--- src/rtl/spimem_pkg.sv ---
// rtl/spimem_pkg.sv - shared widths, state encoding and address helper for the SPI memory prefetcher
package spimem_pkg;

  localparam int ADDR_W = 24;
  localparam int DATA_W = 32;

  typedef logic [ADDR_W-1:0] addr_t;
  typedef logic [DATA_W-1:0] data_t;

  typedef enum logic [1:0] {
    ST_IDLE     = 2'd0,
    ST_DEMAND   = 2'd1,
    ST_PREFETCH = 2'd2
  } state_t;

  // Next sequential word address; wraps naturally at the top of the 24-bit space.
  function automatic addr_t next_word(input addr_t a);
    return a + addr_t'(4);
  endfunction

endpackage

--- src/rtl/spimem_pf_fifo.sv ---
// rtl/spimem_pf_fifo.sv - prefetch word buffer with synchronous clear and combinational head word
module spimem_pf_fifo
  import spimem_pkg::*;
#(
  parameter int DEPTH = 4
) (
  input  logic                     clk,
  input  logic                     resetn,
  input  logic                     push,
  input  data_t                    push_data,
  input  logic                     pop,
  input  logic                     clear,
  output logic [$clog2(DEPTH):0]   count,
  output data_t                    head_data
);

  localparam int PW = $clog2(DEPTH);

  data_t         store [DEPTH];
  logic [PW-1:0] rd_ptr;
  logic [PW-1:0] wr_ptr;

  always_ff @(posedge clk) begin
    if (push) begin
      store[wr_ptr] <= push_data;
    end
  end

  always_ff @(posedge clk) begin
    if (!resetn || clear) begin
      rd_ptr <= '0;
      wr_ptr <= '0;
      count  <= '0;
    end else begin
      if (push) wr_ptr <= wr_ptr + 1'b1;
      if (pop)  rd_ptr <= rd_ptr + 1'b1;
      if (push && !pop)      count <= count + 1'b1;
      else if (pop && !push) count <= count - 1'b1;
    end
  end

  assign head_data = store[rd_ptr];

endmodule

--- src/rtl/spimem_prefetch.sv ---
// rtl/spimem_prefetch.sv - sequential read prefetcher between a CPU port and an SPI flash word reader
module spimem_prefetch
  import spimem_pkg::*;
#(
  parameter int DEPTH = 4
) (
  input  logic              clk,
  input  logic              resetn,
  input  logic              cpu_valid,
  input  logic [ADDR_W-1:0] cpu_addr,
  output logic              cpu_ready,
  output logic [DATA_W-1:0] cpu_rdata,
  input  logic              flush,
  output logic              mem_valid,
  output logic [ADDR_W-1:0] mem_addr,
  input  logic              mem_ready,
  input  logic [DATA_W-1:0] mem_rdata
);

  localparam int CW = $clog2(DEPTH) + 1;
  localparam logic [CW-1:0] FULL = CW'(DEPTH);

  state_t        state;
  logic          pf_en;
  logic          killed;
  addr_t         head_addr;
  addr_t         fetch_addr;
  logic [CW-1:0] count;
  data_t         head_data;

  addr_t cpu_word;
  logic  cpu_req, hit, miss, pf_go, push, fifo_clear;
  logic  unused_lo;

  assign unused_lo = ^cpu_addr[1:0];
  assign cpu_word  = {cpu_addr[ADDR_W-1:2], 2'b00};

  // A flush in the same cycle as a request forces the miss path.
  assign cpu_req    = (state == ST_IDLE) && cpu_valid && !cpu_ready;
  assign hit        = cpu_req && !flush && (count != '0) &&
                      (cpu_addr[ADDR_W-1:2] == head_addr[ADDR_W-1:2]);
  assign miss       = cpu_req && !hit;
  assign pf_go      = (state == ST_IDLE) && !cpu_req && pf_en && (count < FULL) && !flush;
  assign push       = (state == ST_PREFETCH) && mem_ready && !killed && !flush;
  assign fifo_clear = flush || miss;

  spimem_pf_fifo #(.DEPTH(DEPTH)) u_fifo (
    .clk       (clk),
    .resetn    (resetn),
    .push      (push),
    .push_data (mem_rdata),
    .pop       (hit),
    .clear     (fifo_clear),
    .count     (count),
    .head_data (head_data)
  );

  // killed marks an outstanding fetch whose result must not re-arm prefetching or fill the buffer.
  always_ff @(posedge clk) begin
    if (!resetn) begin
      state      <= ST_IDLE;
      pf_en      <= 1'b0;
      killed     <= 1'b0;
      cpu_ready  <= 1'b0;
      cpu_rdata  <= '0;
      mem_valid  <= 1'b0;
      mem_addr   <= '0;
      head_addr  <= '0;
      fetch_addr <= '0;
    end else begin
      cpu_ready <= 1'b0;
      if (flush) begin
        pf_en  <= 1'b0;
        killed <= 1'b1;
      end
      case (state)
        ST_IDLE: begin
          if (hit) begin
            cpu_ready <= 1'b1;
            cpu_rdata <= head_data;
            head_addr <= next_word(head_addr);
          end else if (miss) begin
            mem_valid <= 1'b1;
            mem_addr  <= cpu_word;
            killed    <= 1'b0;
            state     <= ST_DEMAND;
          end else if (pf_go) begin
            mem_valid <= 1'b1;
            mem_addr  <= fetch_addr;
            killed    <= 1'b0;
            state     <= ST_PREFETCH;
          end
        end
        ST_DEMAND: begin
          if (mem_ready) begin
            cpu_ready  <= 1'b1;
            cpu_rdata  <= mem_rdata;
            mem_valid  <= 1'b0;
            fetch_addr <= next_word(mem_addr);
            head_addr  <= next_word(mem_addr);
            if (!killed && !flush) pf_en <= 1'b1;
            state      <= ST_IDLE;
          end
        end
        ST_PREFETCH: begin
          if (mem_ready) begin
            mem_valid  <= 1'b0;
            fetch_addr <= next_word(fetch_addr);
            state      <= ST_IDLE;
          end
        end
        default: state <= ST_IDLE;
      endcase
    end
  end

endmodule

--- config.mk ---
export PLATFORM = sky130hd
export DESIGN_NAME = spimem_prefetch
export DESIGN_NICKNAME = d
export VERILOG_FILES = /design/src/rtl/spimem_pkg.sv /design/src/rtl/spimem_pf_fifo.sv /design/src/rtl/spimem_prefetch.sv
export SDC_FILE = /design/constraint.sdc
export NUM_CORES = 1
export LEC_CHECK = 0
export BUFFER_PORTS_ARGS = -buffer_cell sky130_fd_sc_hd__buf_4
export CAP_MARGIN = 20
export CORE_MARGIN = 5
export CORE_UTILIZATION = 49
export CTS_CLUSTER_DIAMETER = 120
export CTS_CLUSTER_SIZE = 40
export DETAILED_ROUTE_END_ITERATION = 16
export GPL_TIMING_DRIVEN = 0
export PLACE_DENSITY = 0.7
export SLEW_MARGIN = 30
export SYNTH_ARGS = -nofsm -noshare
export SYNTH_HDL_FRONTEND = slang
export SYNTH_SLANG_ARGS = --single-unit
--- constraint.sdc ---
create_clock -name clk -period 5.85 [get_ports clk]
set_input_delay 0.2925 -clock clk [delete_from_list [all_inputs] [get_ports clk]]
set_output_delay 0.2925 -clock clk [all_outputs]
set_load 0.01 [all_outputs]
==> impl_metrics.yaml <==
setup_path:
  cp-start-kind: "flip-flop"
  worstPathArrival_ps: 3420
  worstSetupEndpointType: "flip-flop"
  cp_num_buf_inv: 3
  crit_family: "simple AND/OR/NAND/NOR gates"
  critical_path_required_ps: 6260
  ff2ff_setup_slack_ps: 2840
  critical_path.max_stage_delay_ps: 510
  worst_path_max_delay_cell: "sky130_fd_sc_hd__o31ai_2"
  worstReg2RegStart: "state[0]"
  r2r-end: "cpu_rdata[10]"
  crit_type: "flip-flop to flip-flop"
  critical_path.startpoint: "state[0]"
  worstPathMaxFanout: 10
  ff2ff_path_depth: 10
  crit_chain: "inv_1 > ha_1 > nand3b_1 > nor4b_2 > nand4_2 > o31ai_2 > buf_4 > buf_6 > nor2_1 > a311oi_2"
route:
  detail_route.iter0.violations: 807
  route.antenna.remaining_nets: 0
  vias: 8773
  dr.pass1.iters: 5
  wire_per_inst_um: 21.3
  drt_drc_violations_left: 0
  postRouteWirelength_um: 31200
  viasPerCell: 6.00
finish:
  design.final.nets: 1247
  post_route_cells_drive_above_1_share: 0.181
  seq_area_mm2: 0.00619
  multi_input_area_mm2: 0.00475
  n_antenna_cell: 0
  design_area_mm2: 0.0132
  layout.filler_cells: 1876
  area_growth_syn_to_layout_pct: 17.2
  stdcell_count: 1462
sta:
  layout_setup_ws_ps: 2840
  layout_worst_path_cycle_share: 0.514
  period_minus_slack_ps: 3010
  report.final.slew_viol_count: 0
  setup_viol: 0
  skew_ps: 65.7
  clock.fmax_ghz: 0.333
  timing.max_slew.rel_slack: 0.390
  worst_pin_slew_ps: 914
  setup_repair_after_global_routing_missed_its_margin: "false"
  timing.setup.tns_ps: 0
  hold_viol_final: 0
yosys:
  postSynth.asyncResetShare: 0
  synth_top_cell_area_share: 0.341
  count_of_different_cell_masters_after_synthesis: 65
  synth-main-ff-cell: "sky130_fd_sc_hd__edfxtp_1"
  largest_family_of_logic_cells_by_synthesized_area: "simple AND/OR/NAND/NOR gates"
  synth_simple_gate_area_frac: 0.140
  synth_enable_flop_cells: 128
  synth_fp_nets: 1088
  synth.top_cells.by_area: "sky130_fd_sc_hd__edfxtp_1 34%, sky130_fd_sc_hd__dfxtp_1 21%, sky130_fd_sc_hd__mux4_2 6.4%"
  synth_commonest_cells: "128 x sky130_fd_sc_hd__edfxtp_1, 119 x sky130_fd_sc_hd__nand2_1, 117 x sky130_fd_sc_hd__dfxtp_1"
  synthCells: 1015
  dominant_cell_by_count_in_the_synthesized_netlist: "sky130_fd_sc_hd__edfxtp_1"
  syn-cell-area_mm2: 0.0113
  compound_gate_fraction_of_synth_area: 0.139
  synth_xor_area_frac: 0.0373
  synth_top_area_cell: "sky130_fd_sc_hd__edfxtp_1"
  yosys.area_share.adder: 0.0140
  synth.ff_latch_count: 245
  yosysSeqAreaShare: 0.549
  synthMuxAreaShare: 0.0908
  yosys_warnings: 0
  syn-mean-instance-area_um2: 11.1
global_routing:
  grtUsageMet3: 0.0334
  global_route.usage.met1: 0.310
  grt_overflow_total: 0
  antenna_found_initial: 0
  grt_start_max_net_pins: 42
  number_of_global_route_vias_before_repair: 8508
  grt_most_used_layer: "met2"
  use_met2: 0.395
  grt_first_pass_wirelength_um: 47900
  gr-usage-all-layers: 0.230
place:
  finalWeightedCongestion: 0.945
  port_buffers: 115
  dp_cells: 1419
  place_worst_setup_slack_ps: 2790
  placedInstanceArea_mm2: 0.0126
  detailed_place_hpwl_um: 22700
clock_network:
  insertion_delay_ps: 510
  cts_setup_buffers: 0
  clock_path_buffers: 3
  cts_tree: "built"
  cts-hold-fix-buffers: 13
  tritoncts_buffer_count: 10
  post_cts_resize_count: 0
  path_clk_slew_ps: 150
  ctsHtreeMaxLevel: 1
  cts.root.buffer_cell: "sky130_fd_sc_hd__clkbuf_16"
  numClockSinks: 245
floorplan:
  die_width_um: 162
  fp-row-count: 55
  fp.dieArea_mm2: 0.0261
  initial_core_util: 0.498
  die_height_um: 162
  ioPinCount: 119
  fp.coreArea_mm2: 0.0226
hold_path:
  worst_hold_path.endpoint: "u_fifo.store[0][27]"
  min_path_cells: 1
  hold_path.startpoint: "mem_rdata[27]"
  min-delay-path-class: "input port to flip-flop"
flow_run:
  max-cap-violations: 0
power:
  power_density_mw_per_mm2: 322
  max-vdd-ir-drop_mv: 0.328
  fin_total_pwr_w: 0.00425
  p_leak_nw: 4.56
run_status:
  status: "complete, no violations"
flip-flops by register name, indices dropped and copies added, names as in the netlist, named ones only:
| name | count |
|---|---|
| cpu_rdata | 32 |
| u_fifo.wr_ptr | 2 |
| pf_en | 1 |
| u_fifo.rd_ptr | 2 |
| u_fifo.store | 128 |
| head_addr | 22 |
| cpu_ready | 1 |
| killed | 1 |
| mem_valid | 1 |
| fetch_addr | 24 |
| u_fifo.count | 3 |
| mem_addr | 24 |
| state | 2 |
worst max path at each step:
| stage | endpoint | slack, ps | cells past startpoint |
|---|---|---|---|
| 4_1_cts | u_fifo.count[2] | 2860 | 11 |
| 5_1_grt | cpu_rdata[1] | 2690 | 9 |
| 3_3_place_gp | u_fifo.store[0][20] | 2200 | 4 |
| 6_report | cpu_rdata[10] | 2840 | 10 |
| 3_5_place_dp | u_fifo.count[2] | 2790 | 10 |
| 2_1_floorplan | u_fifo.count[1] | 3350 | 9 |
power by group:
part,internal (W),leakage [nW],switching [W],total [W]
Combinational,0.000466,2.31,0.000771,0.00124
Clock,0.000358,0.149,0.000542,0.000900
Sequential,0.00195,2.10,0.000171,0.00212
area by class of cell:
cell class | instances | share of cell area
Buffer | 64 | 0.0216
Clock buffer | 13 | 0.0214
Clock inverter | 2 | 0.00284
Inverter | 13 | 0.00370
Multi-Input combinational cell | 693 | 0.360
Sequential cell | 245 | 0.469
Tap cell | 285 | 0.0270
Timing Repair Buffer | 147 | 0.0950
layer usage:
| metal | wire (um) | vias to the layer above |
|---|---|---|
| met3 | 2190 | 47 |
| li1 | - | 4094 |
| met1 | 12900 | 4273 |
| met5 | 0 | - |
| met2 | 15300 | 359 |
| met4 | 755 | 0 |
kinds of logic after synthesis:
logic type,count (synthesis)
buffers and inverters,77
and+or+nand+nor,340
muxes,62
adders and majority gates,12
AOI/OAI and AO/OA,231
DFF,245
xor gates and xnor gates,48
metrics by stage:
step / utilization / hold slack (ps)
finish: 0.583 / 12.7
CTS: 0.577 / 0.179
global route: 0.583 / 1.87
detailed placement: 0.557 / 466
floorplan: - / 391
global placement: 0.552 / 453
cell usage in the layout, fill, tap and decap left out, drive strengths merged, types with 6 or more instances in the layout:
cell type,instances
nor2,88
mux2i,28
ha,11
a21oi,78
nor4,17
inv,12
dfxtp,117
and3,8
nand2,119
o21ai,60
nand3,29
nor3,27
nand2b,7
and2,8
nand4,16
mux4,32
xor2,31
xnor2,17
clkbuf,57
or3,6
and4,6
dlygate4sd3,28
a311oi,33
edfxtp,128
buf,139
a211oi,8
(Power assumes the default switching activity.)
